--- config.mk ---
export PLATFORM = sky130hd
export DESIGN_NAME = tdc_fifo_arbiter_flat
export DESIGN_NICKNAME = d
export VERILOG_FILES = /design/src/rtl/tdc_fifo_arbiter_if.sv /design/src/rtl/tdc_fifo_arbiter.sv /design/src/flat_wrapper.sv
export SDC_FILE = /design/constraint.sdc
export NUM_CORES = 1
export LEC_CHECK = 0
export ABC_AREA = 1
export BUFFER_PORTS_ARGS = -buffer_cell sky130_fd_sc_hd__buf_2
export CAP_MARGIN = 20
export CORE_MARGIN = 2
export CORE_UTILIZATION = 28
export DETAILED_ROUTE_END_ITERATION = 8
export GPL_ROUTABILITY_DRIVEN = 0
export SLEW_MARGIN = 30
export SYNTH_ARGS = -nofsm -noshare
export SYNTH_HDL_FRONTEND = slang
export SYNTH_SLANG_ARGS = --single-unit
--- constraint.sdc ---
create_clock -name clk -period 5.1 [get_ports clk]
set_input_delay 1.02 -clock clk [delete_from_list [all_inputs] [get_ports clk]]
set_output_delay 1.02 -clock clk [all_outputs]
set_load 0.1 [all_outputs]
--- src/rtl/tdc_fifo_arbiter_if.sv ---
// Channel-write, FIFO-status and byte-transmitter signals of tdc_fifo_arbiter.
// The master side drives the write requests and the transmitter busy flag;
// the slave side (the arbiter) drives acknowledges, status and the byte strobe.
interface tdc_fifo_arbiter_if #(
    parameter int NCH = 2,
    parameter int DW  = 40,
    parameter int AW  = 4
);
    logic [NCH-1:0]    wr_en;
    logic [NCH*DW-1:0] din;
    logic [NCH-1:0]    wr_ack;
    logic [NCH-1:0]    wr_drop;
    logic              tx_busy;
    logic              tx_new;
    logic [7:0]        tx_data;
    logic              empty;
    logic              full;
    logic [AW:0]       level;
    logic [15:0]       drop_count;

    modport master (
        output wr_en, din, tx_busy,
        input  wr_ack, wr_drop, tx_new, tx_data, empty, full, level, drop_count
    );

    modport slave (
        input  wr_en, din, tx_busy,
        output wr_ack, wr_drop, tx_new, tx_data, empty, full, level, drop_count
    );
endinterface

--- src/rtl/tdc_fifo_arbiter.sv ---
// Round-robin multi-channel writer into a tagged word FIFO, drained one byte
// at a time (MSB byte first) towards a serial transmitter. Words that win
// arbitration while the FIFO is full are dropped and counted.
module tdc_fifo_arbiter #(
    parameter int NCH  = 2,
    parameter int DW   = 40,
    parameter int TAGW = 8,
    parameter int AW   = 4
) (
    input  logic               clk,
    input  logic               rst,
    tdc_fifo_arbiter_if.slave  bus
);
    localparam int WW    = TAGW + DW;
    localparam int NB    = WW / 8;
    localparam int DEPTH = 1 << AW;
    localparam int CW    = (NCH > 1) ? $clog2(NCH) : 1;
    localparam int BW    = (NB > 1) ? $clog2(NB) : 1;

    typedef enum logic [1:0] {
        IDLE = 2'd0,
        LOAD = 2'd1,
        SEND = 2'd2,
        WAIT = 2'd3
    } state_t;

    // storage and status
    logic [WW-1:0]  mem_r [DEPTH];
    logic [AW-1:0]  wr_ptr_r;
    logic [AW-1:0]  rd_ptr_r;
    logic [AW:0]    level_r;
    logic [AW:0]    level_nxt_s;
    logic           full_r;
    logic           empty_r;
    logic [15:0]    drop_count_r;

    // arbitration
    logic [CW-1:0]  rr_ptr_r;
    logic [CW-1:0]  rr_nxt_s;
    logic [CW-1:0]  cand_s;
    logic [NCH-1:0] req_s;
    logic           grant_vld_s;
    logic [CW-1:0]  grant_idx_s;
    logic [NCH-1:0] wr_ack_r;
    logic [NCH-1:0] wr_drop_r;
    logic           push_s;
    logic           drop_s;
    logic [WW-1:0]  push_word_s;

    // read side
    state_t         state_r;
    state_t         state_nxt_s;
    logic           pop_s;
    logic           load_s;
    logic           send_s;
    logic           advance_s;
    logic [WW-1:0]  pop_word_r;
    logic [WW-1:0]  shift_r;
    logic [BW-1:0]  byte_idx_r;
    logic           tx_new_r;
    logic [7:0]     tx_data_r;

    // Round-robin search starting at rr_ptr_r; channels just acked/dropped sit out
    always_comb begin
        req_s       = bus.wr_en & ~wr_ack_r & ~wr_drop_r;
        grant_vld_s = 1'b0;
        grant_idx_s = '0;
        cand_s      = rr_ptr_r;
        for (int i = 0; i < NCH; i++) begin
            if (!grant_vld_s && req_s[cand_s]) begin
                grant_vld_s = 1'b1;
                grant_idx_s = cand_s;
            end else begin
                grant_vld_s = grant_vld_s;
            end
            if (cand_s == CW'(NCH - 1)) begin
                cand_s = '0;
            end else begin
                cand_s = cand_s + 1'b1;
            end
        end
        if (grant_idx_s == CW'(NCH - 1)) begin
            rr_nxt_s = '0;
        end else begin
            rr_nxt_s = grant_idx_s + 1'b1;
        end
    end

    // A grant is stored unless the FIFO was already full before this edge
    assign push_s      = grant_vld_s & ~full_r;
    assign drop_s      = grant_vld_s & full_r;
    assign push_word_s = {TAGW'(grant_idx_s), bus.din[int'(grant_idx_s) * DW +: DW]};

    // Occupancy after this edge's push/pop
    always_comb begin
        case ({push_s, pop_s})
            2'b10:   level_nxt_s = level_r + {{AW{1'b0}}, 1'b1};
            2'b01:   level_nxt_s = level_r - {{AW{1'b0}}, 1'b1};
            default: level_nxt_s = level_r;
        endcase
    end

    // FIFO storage; contents are only meaningful between the pointers
    always_ff @(posedge clk) begin
        if (push_s) begin
            mem_r[wr_ptr_r] <= push_word_s;
        end
    end

    // Pointers, status flags, write handshakes and the drop counter
    always_ff @(posedge clk or posedge rst) begin
        if (rst) begin
            wr_ptr_r     <= '0;
            rd_ptr_r     <= '0;
            level_r      <= '0;
            full_r       <= 1'b0;
            empty_r      <= 1'b1;
            drop_count_r <= 16'd0;
            rr_ptr_r     <= '0;
            wr_ack_r     <= '0;
            wr_drop_r    <= '0;
        end else begin
            if (push_s) begin
                wr_ptr_r <= wr_ptr_r + 1'b1;
            end
            if (pop_s) begin
                rd_ptr_r <= rd_ptr_r + 1'b1;
            end
            level_r   <= level_nxt_s;
            full_r    <= (level_nxt_s == (AW + 1)'(DEPTH));
            empty_r   <= (level_nxt_s == '0);
            wr_ack_r  <= '0;
            wr_drop_r <= '0;
            if (grant_vld_s) begin
                rr_ptr_r <= rr_nxt_s;
                if (full_r) begin
                    wr_drop_r[grant_idx_s] <= 1'b1;
                end else begin
                    wr_ack_r[grant_idx_s] <= 1'b1;
                end
            end
            if (drop_s && (drop_count_r != 16'hFFFF)) begin
                drop_count_r <= drop_count_r + 16'd1;
            end
        end
    end

    // Read FSM state register
    always_ff @(posedge clk or posedge rst) begin
        if (rst) begin
            state_r <= IDLE;
        end else begin
            state_r <= state_nxt_s;
        end
    end

    // Read FSM next-state logic
    always_comb begin
        state_nxt_s = state_r;
        case (state_r)
            IDLE: begin
                if (!empty_r) begin
                    state_nxt_s = LOAD;
                end else begin
                    state_nxt_s = IDLE;
                end
            end
            LOAD: state_nxt_s = SEND;
            SEND: begin
                if (!bus.tx_busy && !tx_new_r) begin
                    state_nxt_s = WAIT;
                end else begin
                    state_nxt_s = SEND;
                end
            end
            WAIT: begin
                if (byte_idx_r == BW'(NB - 1)) begin
                    state_nxt_s = IDLE;
                end else begin
                    state_nxt_s = SEND;
                end
            end
            default: state_nxt_s = IDLE;
        endcase
    end

    // Read FSM datapath controls
    always_comb begin
        pop_s     = 1'b0;
        load_s    = 1'b0;
        send_s    = 1'b0;
        advance_s = 1'b0;
        case (state_r)
            IDLE:    pop_s     = ~empty_r;
            LOAD:    load_s    = 1'b1;
            SEND:    send_s    = ~bus.tx_busy & ~tx_new_r;
            WAIT:    advance_s = (byte_idx_r != BW'(NB - 1));
            default: pop_s     = 1'b0;
        endcase
    end

    // Word capture, byte sequencing and the transmitter strobe
    always_ff @(posedge clk or posedge rst) begin
        if (rst) begin
            pop_word_r <= '0;
            shift_r    <= '0;
            byte_idx_r <= '0;
            tx_new_r   <= 1'b0;
            tx_data_r  <= 8'd0;
        end else begin
            if (pop_s) begin
                pop_word_r <= mem_r[rd_ptr_r];
            end
            if (load_s) begin
                shift_r    <= pop_word_r;
                byte_idx_r <= '0;
            end else if (advance_s) begin
                shift_r    <= shift_r << 8;
                byte_idx_r <= byte_idx_r + 1'b1;
            end
            tx_new_r <= send_s;
            if (send_s) begin
                tx_data_r <= shift_r[WW-1 -: 8];
            end
        end
    end

    assign bus.wr_ack     = wr_ack_r;
    assign bus.wr_drop    = wr_drop_r;
    assign bus.tx_new     = tx_new_r;
    assign bus.tx_data    = tx_data_r;
    assign bus.empty      = empty_r;
    assign bus.full       = full_r;
    assign bus.level      = level_r;
    assign bus.drop_count = drop_count_r;
endmodule

--- src/flat_wrapper.sv ---
// flat-port wrapper written by rule: the top's interface ports become plain ports
module tdc_fifo_arbiter_flat 
#(
    parameter int NCH  = 2,
    parameter int DW   = 40,
    parameter int TAGW = 8,
    parameter int AW   = 4
)
  (clk, rst, bus_wr_en, bus_din, bus_tx_busy, bus_wr_ack, bus_wr_drop, bus_tx_new, bus_tx_data, bus_empty, bus_full, bus_level, bus_drop_count);
  tdc_fifo_arbiter_if #(.NCH(NCH), .DW(DW), .AW(AW)) bus_i ();
  input  logic clk;
  input  logic rst;
  input wire logic [$bits(bus_i.wr_en)-1:0] bus_wr_en;
  input wire logic [$bits(bus_i.din)-1:0] bus_din;
  input wire logic [$bits(bus_i.tx_busy)-1:0] bus_tx_busy;
  output wire logic [$bits(bus_i.wr_ack)-1:0] bus_wr_ack;
  output wire logic [$bits(bus_i.wr_drop)-1:0] bus_wr_drop;
  output wire logic [$bits(bus_i.tx_new)-1:0] bus_tx_new;
  output wire logic [$bits(bus_i.tx_data)-1:0] bus_tx_data;
  output wire logic [$bits(bus_i.empty)-1:0] bus_empty;
  output wire logic [$bits(bus_i.full)-1:0] bus_full;
  output wire logic [$bits(bus_i.level)-1:0] bus_level;
  output wire logic [$bits(bus_i.drop_count)-1:0] bus_drop_count;
  assign bus_i.wr_en = bus_wr_en;
  assign bus_i.din = bus_din;
  assign bus_i.tx_busy = bus_tx_busy;
  assign bus_wr_ack = bus_i.wr_ack;
  assign bus_wr_drop = bus_i.wr_drop;
  assign bus_tx_new = bus_i.tx_new;
  assign bus_tx_data = bus_i.tx_data;
  assign bus_empty = bus_i.empty;
  assign bus_full = bus_i.full;
  assign bus_level = bus_i.level;
  assign bus_drop_count = bus_i.drop_count;
  tdc_fifo_arbiter #(.NCH(NCH), .DW(DW), .TAGW(TAGW), .AW(AW)) u_core (.clk(clk), .rst(rst), .bus(bus_i));
endmodule
==> results of run 1 <==
[cells in the mapped netlist (all sizes together)]
library cell and n:
inv 60, dfstp 1, a211oi 8, nor2 165, clkbuf 28, xor2 17
o21ai 30, a21oi 82, xnor2 4, nand2 1003, o22ai 3, ha 11
edfxtp 656, buf 144, or2 1, a221oi 25, a21boi 2, nand4 6
nor3 10, nand3 507, nand3b 2, dfrtp 138
[routing by layer]
layer / up-vias / part of all wire (%)
li1: 10209 / -
met1: 10691 / 48
met2: 839 / 44
met3: 98 / 7.0
met4: 0 / 1.6
met5: - / 0
[power by group through the flow]
stage	combinational [mW]	sequential, mW	clock, mW
finish	8.78	9.60	5.93
detailed placement	8.78	9.72	0
floorplan	5.84	9.95	0
global placement	8.69	9.69	0
global route	9.72	9.70	6.32
CTS	8.82	9.59	6.05
[cell families after synthesis]
family | after synthesis
fa+ha+maj | 11
simple gates | 1694
buf+inv | 232
compound gates | 150
xor+xnor | 21
flops | 795
[cell type report]
type / instances / area, um2 / share of cell area, %
repair buffers: 168 / 1074 / 2.851
well taps: 1524 / 1907 / 5.065
clock inverters: 49 / 470.5 / 1.250
clock buffers: 107 / 2198 / 5.839
flip-flops and latches: 795 / 23190 / 61.60
inverters: 60 / 251.5 / 0.6680
multi-input cells: 1876 / 8557 / 22.73
[critical path: stages, from the launching register on]
cell and delay [ns]:
dfrtp_1 0.41, ha_1 0.21, nand2_1 0.07, nand3_2 0.63, nand2_2 0.82, buf_4 0.48, inv_2 0.19, nand2_1 0.09
o21ai_0 0.07
[sequential cells by signal, summed over array words and instances (netlist names), 2 cells and up]
name	count
u_core.pop_word_r	41
u_core.bus.level	5
u_core.mem_r	656
u_core.wr_ptr_r	4
u_core.bus.wr_ack	2
u_core.bus.tx_data	8
u_core.shift_r	48
u_core.state_r	2
u_core.bus.wr_drop	2
u_core.bus.drop_count	16
u_core.rd_ptr_r	4
u_core.byte_idx_r	3
[worst paths after layout]
path / endpoint / slack (ns)
worst max-delay path: u_core.byte_idx_r[2]$_DFFE_PP0P_ / 1.95
worst min register to register: u_core.bus.tx_data[0]$_DFFE_PP0P_ / 0.46
max in group asynchronous: u_core.rd_ptr_r[0]$_DFFE_PP0P_ / 3.68
worst max register to register: u_core.byte_idx_r[2]$_DFFE_PP0P_ / 1.95
min in group asynchronous: u_core.bus.drop_count[1]$_DFFE_PP0P_ / 0.57
worst min-delay path: u_core.bus.tx_data[0]$_DFFE_PP0P_ / 0.46
[stage by stage]
step	util, %	power, mW	hold WS, ns
after CTS	32.35	24.46	0.4698
after global routing	32.35	25.75	0.4846
final	32.35	24.31	0.4638
after detailed placement	30.06	18.50	0.4566
after floorplan	-	15.79	0.4426
after global placement	30.05	18.39	0.4574
==> impl_metrics.ini, run 1 <==
[status]
status = finished, final reports clean

[route]
drc = 0
vias = 21837
vias_per_cell = 4.769
drt_iter0_drc = 2375
ant_nets = 0
drt_first_pass_iters = 5
routed_wirelength_um = 89160
wl_per_cell_um = 19.47

[setup_path]
crit_required_ns = 5.56
worstReg2RegStart = u_core.byte_idx_r[0]$_DFFE_PP0P_
worstRegToRegCells = 8
crit_type = reg2reg
crit_fanout = 32
start_kind = flip-flop
cp.arrival_ns = 3.61
startpoint = u_core.byte_idx_r[0]$_DFFE_PP0P_
end_kind = flip-flop

[logic_synthesis]
synth_compound_area_share_pct = 3.097
synth_fa_ha_area_share_pct = 0.4180
yosysUniqueCellTypes = 36
postSynthAreaPerCell_um2 = 11.34
synth-simple-area-share_pct = 21.48
synth_area_leaders = edfxtp_1, nand2_1, dfrtp_1, nand3_1, nor2_1
syn-cell-area_mm2 = 0.03293
synth_xor_area_share_pct = 0.5586
ys_warn_count = 0
synth_top_family_by_area = simple AND/OR/NAND/NOR gates
synth_seq_area_share_pct = 70.39
yosysTopAreaCellShare_pct = 59.82
synthesis.nets = 2999
ys_ff_latch = 795
yosysTopAreaCell = edfxtp_1
synth_mux_area_share_pct = 0
synth_cells = 2903

[timing]
fmax_mhz = 317.3
fin_setup_tns_ns = 0
slew_violations = 0
hold_viol_final = 0
skew_ns = 0.06531
final-setup-viol-count = 0
slew-limit-headroom_pct = 38.30
final.min_clock_period_ns = 3.151
tightestPinTransition_ns = 0.9234
fin_crit_sh_pct = 61.79
rsz0062_at_grt = no
worst_slack_ns = 1.949

[flow_run]
maxCapViolCount = 0

[pwr]
p_sw_mw = 9.903
p_comb_share_pct = 36.1
p_int_mw = 14.41
p_leak_nw = 14.19
p_clk_share_pct = 24.4
netSwitchingFraction_pct = 40.73
peakVddDrop_mv = 0.4096
p_per_area_mw_per_mm2 = 645.8
seqPwrFrac_pct = 39.5

[cts]
clkSinkCount = 795
cts-root-buf = clkbuf_16
cts_tree = yes
clk_pin_slew_ns = 0.05
cts_setup_buffers = 0
clk_latency_ns = 0.66
htreeDepth = 3
cts_resized = 0
numCtsBuffers = 84
clockBufferDepth = 3
ctsHoldBuffers = 0

[finish]
final_cells = 4579
mostFrequentLayoutCells = nand2_1, edfxtp_1, nand3_1, nor2_1, dfrtp_1
fin_nets = 3081
area_delta_synth_final_pct = 14.34
fin_area_mm2 = 0.03765
final_common_cell = nand2_1
diodes = 0
drive_above_1_share_pct = 11.78
num-fill-cells = 11650

[global_route]
grt_pass1_wl_um = 134800
grt_max_degree = 151
met2_usage_pct = 21.87
grt.busiest_layer = met1
grt_use_met1_pct = 22.07
grt_pass1_vias = 20960
met3_usage_pct = 2.384
grt.total_usage_pct = 14.59
grt_remaining_overflow = 0
antenna_found_initial = 1

[die]
chipWidth_um = 346.9
io_pins = 121
start_util_pct = 28.30
die_y_um = 346.9
die_area_mm2 = 0.1204
row_count = 125
core_area_mm2 = 0.1164

[place]
dp_hpwl_um = 51120
placed_cells = 4423
placed_cell_area_mm2 = 0.03497
port_buffers = 120
place_ws_ns = 1.431

[hold_path]
hold_depth = 2
hp-start = u_core.bus.tx_data[0]$_DFFE_PP0P_
hp-class = reg2reg
Note: power is estimated with default switching activity, not from simulation.
==> run 2, diff against run 1 <==
==> constraint.sdc (replaced) <==
create_clock -name clk -period 2.97 [get_ports clk]
set_input_delay 0.594 -clock clk [delete_from_list [all_inputs] [get_ports clk]]
set_output_delay 0.594 -clock clk [all_outputs]
set_load 0.1 [all_outputs]
==> run 2 against run 1 <==
Against the previous run: final cell count grew 0.68%; clock skew fell by 0.033 ns; flip-flop and latch count unchanged; worst hold slack got worse by 0.32 ns; first-iteration DRC count shrank 7.2%; global-route usage fell by 0.40 points.
==> impl_metrics.ini, run 2 (synthesized netlist as in run 1, its figures left out) <==
[status]
status = finished, final reports clean

[cts]
htreeDepth = 3
clk_pin_slew_ns = 0.06
clkSinkCount = 795
cts-root-buf = clkbuf_16
cts_tree = yes
numCtsBuffers = 81
clockBufferDepth = 3
clk_latency_ns = 0.65

[finish]
seq_area_mm2 = 0.02319
num-fill-cells = 11625
area_delta_synth_final_pct = 15.85
multi_input_area_mm2 = 0.008557
largest_register_ffs = 656
final_common_cell = nand2_1
diodes = 0
top_regs = u_core.mem_r x656, u_core.shift_r x48, u_core.pop_word_r x41
mostFrequentLayoutCells = nand2_1, edfxtp_1, nand3_1, nor2_1, dfrtp_1
drive_above_1_share_pct = 12.54
top_register = u_core.mem_r
fin_nets = 3115

[place]
port_buffers = 120
dp_hpwl_um = 49910
place_ws_ns = 0.3817

[die]
start_util_pct = 28.30
die_area_mm2 = 0.1204
io_pins = 121
row_count = 125
chipWidth_um = 346.9
core_area_mm2 = 0.1164
die_y_um = 346.9

[pwr]
p_per_area_mw_per_mm2 = 1097
power.total_mw = 41.87
p_clk_share_pct = 23.5
seqPwrFrac_pct = 38.7
p_sw_mw = 16.93
p_leak_nw = 14.40
netSwitchingFraction_pct = 40.43
p_comb_share_pct = 37.8
p_int_mw = 24.94
peakVddDrop_mv = 0.7620

[global_route]
grt_remaining_overflow = 0
grt_pass1_wl_um = 131800
grt_pass1_vias = 21068
grt.total_usage_pct = 14.19
antenna_found_initial = 1
grt_max_degree = 122

[timing]
slew_violations = 0
fin_crit_sh_pct = 79.99
worst_slack_ns = 0.5943
rsz0062_at_grt = no
slew-limit-headroom_pct = 49.90
skew_ns = 0.03274
hold_viol_final = 0
whs_ns = 0.1394
tightestPinTransition_ns = 0.7497
final-setup-viol-count = 0
fmax_mhz = 420.9
final.min_clock_period_ns = 2.376

[setup_path]
crit_required_ns = 3.53
crit_fanout = 6
start_kind = flip-flop
end_kind = flip-flop
cp.arrival_ns = 2.93
crit_type = reg2reg

[route]
drt_first_pass_iters = 7
ant_nets = 0
vias = 21834
routed_wirelength_um = 87140
drc = 0
wl_per_cell_um = 18.90
vias_per_cell = 4.736
drt_iter0_drc = 2203

[flow_run]
maxCapViolCount = 0

[hold_path]
hp-class = in2reg
-- run 2: changes by cell type in the layout (fill, tap and decap cells not counted), moves of 3 or more --
cell / previous run / this run
buf_12: 9 / 36
buf_4: 39 / 48
bufinv_16: 5 / 1
clkbuf_8: 1 / 8
clkinv_2: 20 / 9
clkinvlp_4: 1 / 4
-- run 2: worst max-delay path, stage by stage, from the launching register on --
cell and delay [ns]:
dfrtp_1 0.38, nand3b_1 0.24, nand2_1 0.15, nand2_1 0.09, ha_1 0.25, nand2_1 0.10
inv_1 0.05, nor2_1 0.13, ha_1 0.25, nand2_1 0.07, nand2_1 0.05, or2_1 0.22
nor2_1 0.10, nand3_1 0.11, nor2_1 0.11
-- run 2: power groups by stage --
stage                     Clock [mW]  Combinational, mW  Sequential [mW]
after floorplan                    0               10.0             17.1
after global placement             0               15.6             16.4
after detailed placement           0               15.8             16.4
after CTS                       10.0               15.9             16.2
after global routing            10.4               17.4             16.4
final                           9.83               15.8             16.2
-- run 2: final cells by class --
class	count	area share [%]
clock inverter	35	0.7347
clock buffer	115	5.970
multi-input combinational	1876	22.43
tap	1524	4.999
sequential	795	60.79
inverter	60	0.6363
timing repair buffer	205	4.435
-- run 2: stage by stage --
step / setup TNS [ns] / cells / utilization, % / area (um2)
finish: 0 / 4610 / 32.78 / 38150
global route: 0 / 4610 / 32.78 / 38150
CTS: 0 / 4610 / 32.78 / 38150
detailed placement: 0 / 4459 / 30.58 / 35580
global placement: 0 / 4459 / 30.58 / 35580
floorplan: -490.31 / 2903 / - / 32930
-- run 2: worst paths after layout --
kind | start | end | slack (ns) | cells past startpoint
setup / recovery | u_core.bus.wr_ack[1]$_DFF_PP0_ | u_core.bus.full$_DFF_PP0_ | 0.59 | 14
hold / removal | bus_tx_busy | u_core.bus.tx_new$_DFF_PP0_ | 0.14 | 2
setup reg to reg | u_core.bus.wr_ack[1]$_DFF_PP0_ | u_core.bus.full$_DFF_PP0_ | 0.59 | 14
hold reg to reg | u_core.bus.tx_data[0]$_DFFE_PP0P_ | u_core.bus.tx_data[0]$_DFFE_PP0P_ | 0.47 | 2
max in group asynchronous | rst | u_core.rd_ptr_r[0]$_DFFE_PP0P_ | 1.62 | 4
min in group asynchronous | rst | u_core.shift_r[44]$_DFFE_PP0P_ | 0.53 | 3
-- run 2: timing repair --
item / in CTS / in global routing
hold buffers: 1 / 0
endpoints found under the setup margin: 0 / 0
endpoints found under the hold margin: 17 / 0
buffers inserted: 0 / 0
gates resized for setup: 0 / 0
-- run 2: metal layers --
metal / global-route usage (%) / routed length [um] / vias to the layer above
li1: - / - / 10258
met2: 21.98 / 39530 / 780
met4: 3.753 / 1829 / 2
met3: 2.893 / 6276 / 127
met1: 20.20 / 39500 / 10667
met5: 0 / 13 / -
==> run 3, diff against run 2 <==
--- a/config.mk
+++ b/config.mk
@@ -5,7 +5,7 @@
 export SDC_FILE = /design/constraint.sdc
 export NUM_CORES = 1
 export LEC_CHECK = 0
-export ABC_AREA = 1
+export ABC_AREA = 0
 export BUFFER_PORTS_ARGS = -buffer_cell sky130_fd_sc_hd__buf_2
 export CAP_MARGIN = 20
 export CORE_MARGIN = 2
==> constraint.sdc (replaced) <==
create_clock -name clk -period 2.35 [get_ports clk]
set_input_delay 0.47 -clock clk [delete_from_list [all_inputs] [get_ports clk]]
set_output_delay 0.47 -clock clk [all_outputs]
set_load 0.1 [all_outputs]
==> run 3 against run 2 <==
Against the previous run: the flow now finishes with violations (negative setup slack); synthesized area fell by 5.2%; non-clock buffer count rose by 37; die area fell by 5.1%; flip-flop and latch count did not move; first-iteration DRC count fell by 23%; worst setup slack got worse by 0.87 ns; register-to-register slack got worse by 0.87 ns; global-route usage fell by 0.19 points; via count fell by 20%; core utilization rose by 1.4 points; total power rose by 11%; clock skew fell by 0.0043 ns; critical path type unchanged; largest cell class unchanged.
==> impl_metrics.ini, run 3 <==
[timing]
final.min_clock_period_ns = 2.622
fin_setup_tns_ns = -0.6953
final-setup-viol-count = 3
hold_viol_final = 0
fmax_mhz = 381.5
rsz0062_at_grt = yes
skew_ns = 0.02844
slew_violations = 0
slew-limit-headroom_pct = 40.93
worst_slack_ns = -0.2716
tightestPinTransition_ns = 0.8860
fin_crit_sh_pct = 111.6

[finish]
fin_util_pct = 34.14
multi_input_area_mm2 = 0.007858
num-fill-cells = 10416
final_common_cell = edfxtp_1
area_delta_synth_final_pct = 21.01
seq_area_mm2 = 0.02319
top_register = u_core.mem_r
fin_nets = 2138
largest_register_ffs = 656
top_regs = u_core.mem_r x656, u_core.shift_r x48, u_core.pop_word_r x41
drive_above_1_share_pct = 24.68
fin_area_mm2 = 0.03778
mostFrequentLayoutCells = edfxtp_1, mux2i_1, dfrtp_1, buf_2, nand2_1
final_cells = 3600

[logic_synthesis]
yosysUniqueCellTypes = 49
ys.flop_type = edfxtp_1
ys_warn_count = 0
synth_seq_area_share_pct = 74.25
synthMostInstantiatedCell = edfxtp_1
synthesis.nets = 1921
synthTopCellsByCount = edfxtp_1, mux2i_1, dfrtp_1
postSynthAreaPerCell_um2 = 17.11
yosysTopAreaCell = edfxtp_1
synth_cells = 1825
synthArstFlopShare_pct = 17.48
synth_area_leaders = edfxtp_1, dfrtp_1, mux2i_1, mux4_2, a22oi_1
ys_ff_latch = 795
synth_enable_flop_cells = 656
yosysTopAreaCellShare_pct = 63.10
syn-cell-area_mm2 = 0.03122

[global_route]
met3_usage_pct = 2.019
grt.busiest_layer = met2
grt_pass1_vias = 17783
grt.total_usage_pct = 14.01
grt_remaining_overflow = 0
antenna_found_initial = 1
grt_use_met1_pct = 18.22
grt_max_degree = 48
met2_usage_pct = 23.85
grt_pass1_wl_um = 118600

[cts]
cts-root-buf = clkbuf_16
clk_latency_ns = 0.65
numCtsBuffers = 83
htreeDepth = 3
clk_pin_slew_ns = 0.06
clockBufferDepth = 3
cts_tree = yes
clkSinkCount = 795

[setup_path]
cp.arrival_ns = 3.18
crit_fanout = 3
r2r_slack_ns = -0.27
end_kind = flip-flop
startpoint = u_core.bus.wr_ack[0]$_DFF_PP0_
worstRegToRegCells = 12
crit_required_ns = 2.91
worstReg2RegStart = u_core.bus.wr_ack[0]$_DFF_PP0_
r2r_end = u_core.bus.full$_DFF_PP0_
crit_type = reg2reg
start_kind = flip-flop

[route]
drt_iter0_drc = 1695
drc = 0
routed_wirelength_um = 80690
drt_first_pass_iters = 7
wl_per_cell_um = 22.41
vias_per_cell = 4.857
ant_nets = 0
vias = 17485

[pwr]
p_int_mw = 31.00
peakVddDrop_mv = 0.6632
p_comb_share_pct = 30.1
p_sw_mw = 15.61
netSwitchingFraction_pct = 33.50
p_leak_nw = 13.40
p_per_area_mw_per_mm2 = 1234
seqPwrFrac_pct = 42.4
p_clk_share_pct = 27.5

[die]
die_y_um = 337.9
die_area_mm2 = 0.1142
io_pins = 121
start_util_pct = 28.21
core_area_mm2 = 0.1107
row_count = 122
chipWidth_um = 337.9

[hold_path]
min_delay_worst_endpoint = u_core.bus.tx_new$_DFF_PP0_
hold_depth = 3
hp-class = in2reg
hp-start = bus_tx_busy

[place]
placed_cells = 3440
dp_hpwl_um = 48020
placed_cell_area_mm2 = 0.03495
port_buffers = 120

[status]
status = finished with violations
violations = negative setup slack

[flow_run]
maxCapViolCount = 0
-- run 3: changes by cell type in the layout (fill, tap and decap cells not counted), sizes merged, moves of 51 or more --
cell,change
nand2,-886
nand3,-488
nor2,-104
mux2i,+236
a22oi,+78
o21ai,+63
mux2,+51
a21oi,-77
-- run 3: per-layer routing --
layer / share of wire, % / up-vias / wire length (um)
li1: - / 7612 / -
met3: 5.3 / 128 / 4288
met5: 0 / - / 0
met1: 42 / 9175 / 34230
met4: 2.6 / 0 / 2115
met2: 50 / 570 / 40050
-- run 3: stage by stage --
stage               setup WS (ns)  power, mW  hold WS (ns)
floorplan                  -1.271      28.51        0.4386
global placement          -0.4919      33.50        0.4548
detailed placement        -0.5601      33.92        0.4629
CTS                       -0.2617      46.84        0.1715
global route              -0.4012      48.54        0.1965
finish                    -0.2716      46.61        0.1947
-- run 3: worst max-delay path by stage --
stage | end | slack [ns] | cells past startpoint
finish | u_core.bus.full$_DFF_PP0_ | -0.27 | 12
global route | u_core.bus.full$_DFF_PP0_ | -0.40 | 12
CTS | u_core.bus.full$_DFF_PP0_ | -0.26 | 12
detailed placement | u_core.bus.full$_DFF_PP0_ | -0.56 | 13
global placement | u_core.bus.full$_DFF_PP0_ | -0.49 | 13
floorplan | u_core.mem_r[12][0]$_DFFE_PP_ | -1.27 | 5
-- run 3: layout make-up --
type | instances | share of cell area (%)
antenna | 1 | 0.006624
clock buffer | 113 | 6.008
clock inverter | 41 | 1.043
inverter | 11 | 0.1192
multi-input combinational | 909 | 20.80
sequential | 795 | 61.38
tap | 1488 | 4.928
timing repair buffer | 242 | 5.710
-- run 3: critical path: stages (launching register included) --
cell and delay (ns):
dfrtp_2 0.42, nor3b_4 0.22, nor2_2 0.08, nor2_4 0.10
inv_2 0.06, ha_4 0.16, xor2_1 0.15, ha_2 0.25
nor2_4 0.04, a221o_1 0.35, a2111oi_4 0.24, xor2_1 0.26
nor3b_2 0.20
-- run 3: what timing repair did --
item,CTS,global route
setup endpoints to repair,3,295
gates resized for setup,10,19
buffers inserted,3,1
hold buffers,1,0
endpoints found under the hold margin,15,0
pin swaps,7,3
-- run 3: kinds of logic after synthesis --
group,count (synthesis),synth area share (%)
fa+ha+maj,11,0.4409
xor+xnor,26,0.7294
flops,795,74.25
compound gates,299,6.661
simple gates,238,3.319
buf+inv,121,1.735
mux,335,12.87
-- run 3: power by group through the flow --
stage	clock network [mW]	logic [mW]	registers, mW
floorplan	0	8.01	20.5
global placement	0	13.6	19.9
detailed placement	0	13.9	20.0
CTS	13.0	14.0	19.8
global route	13.6	15.0	19.9
finish	12.8	14.0	19.8
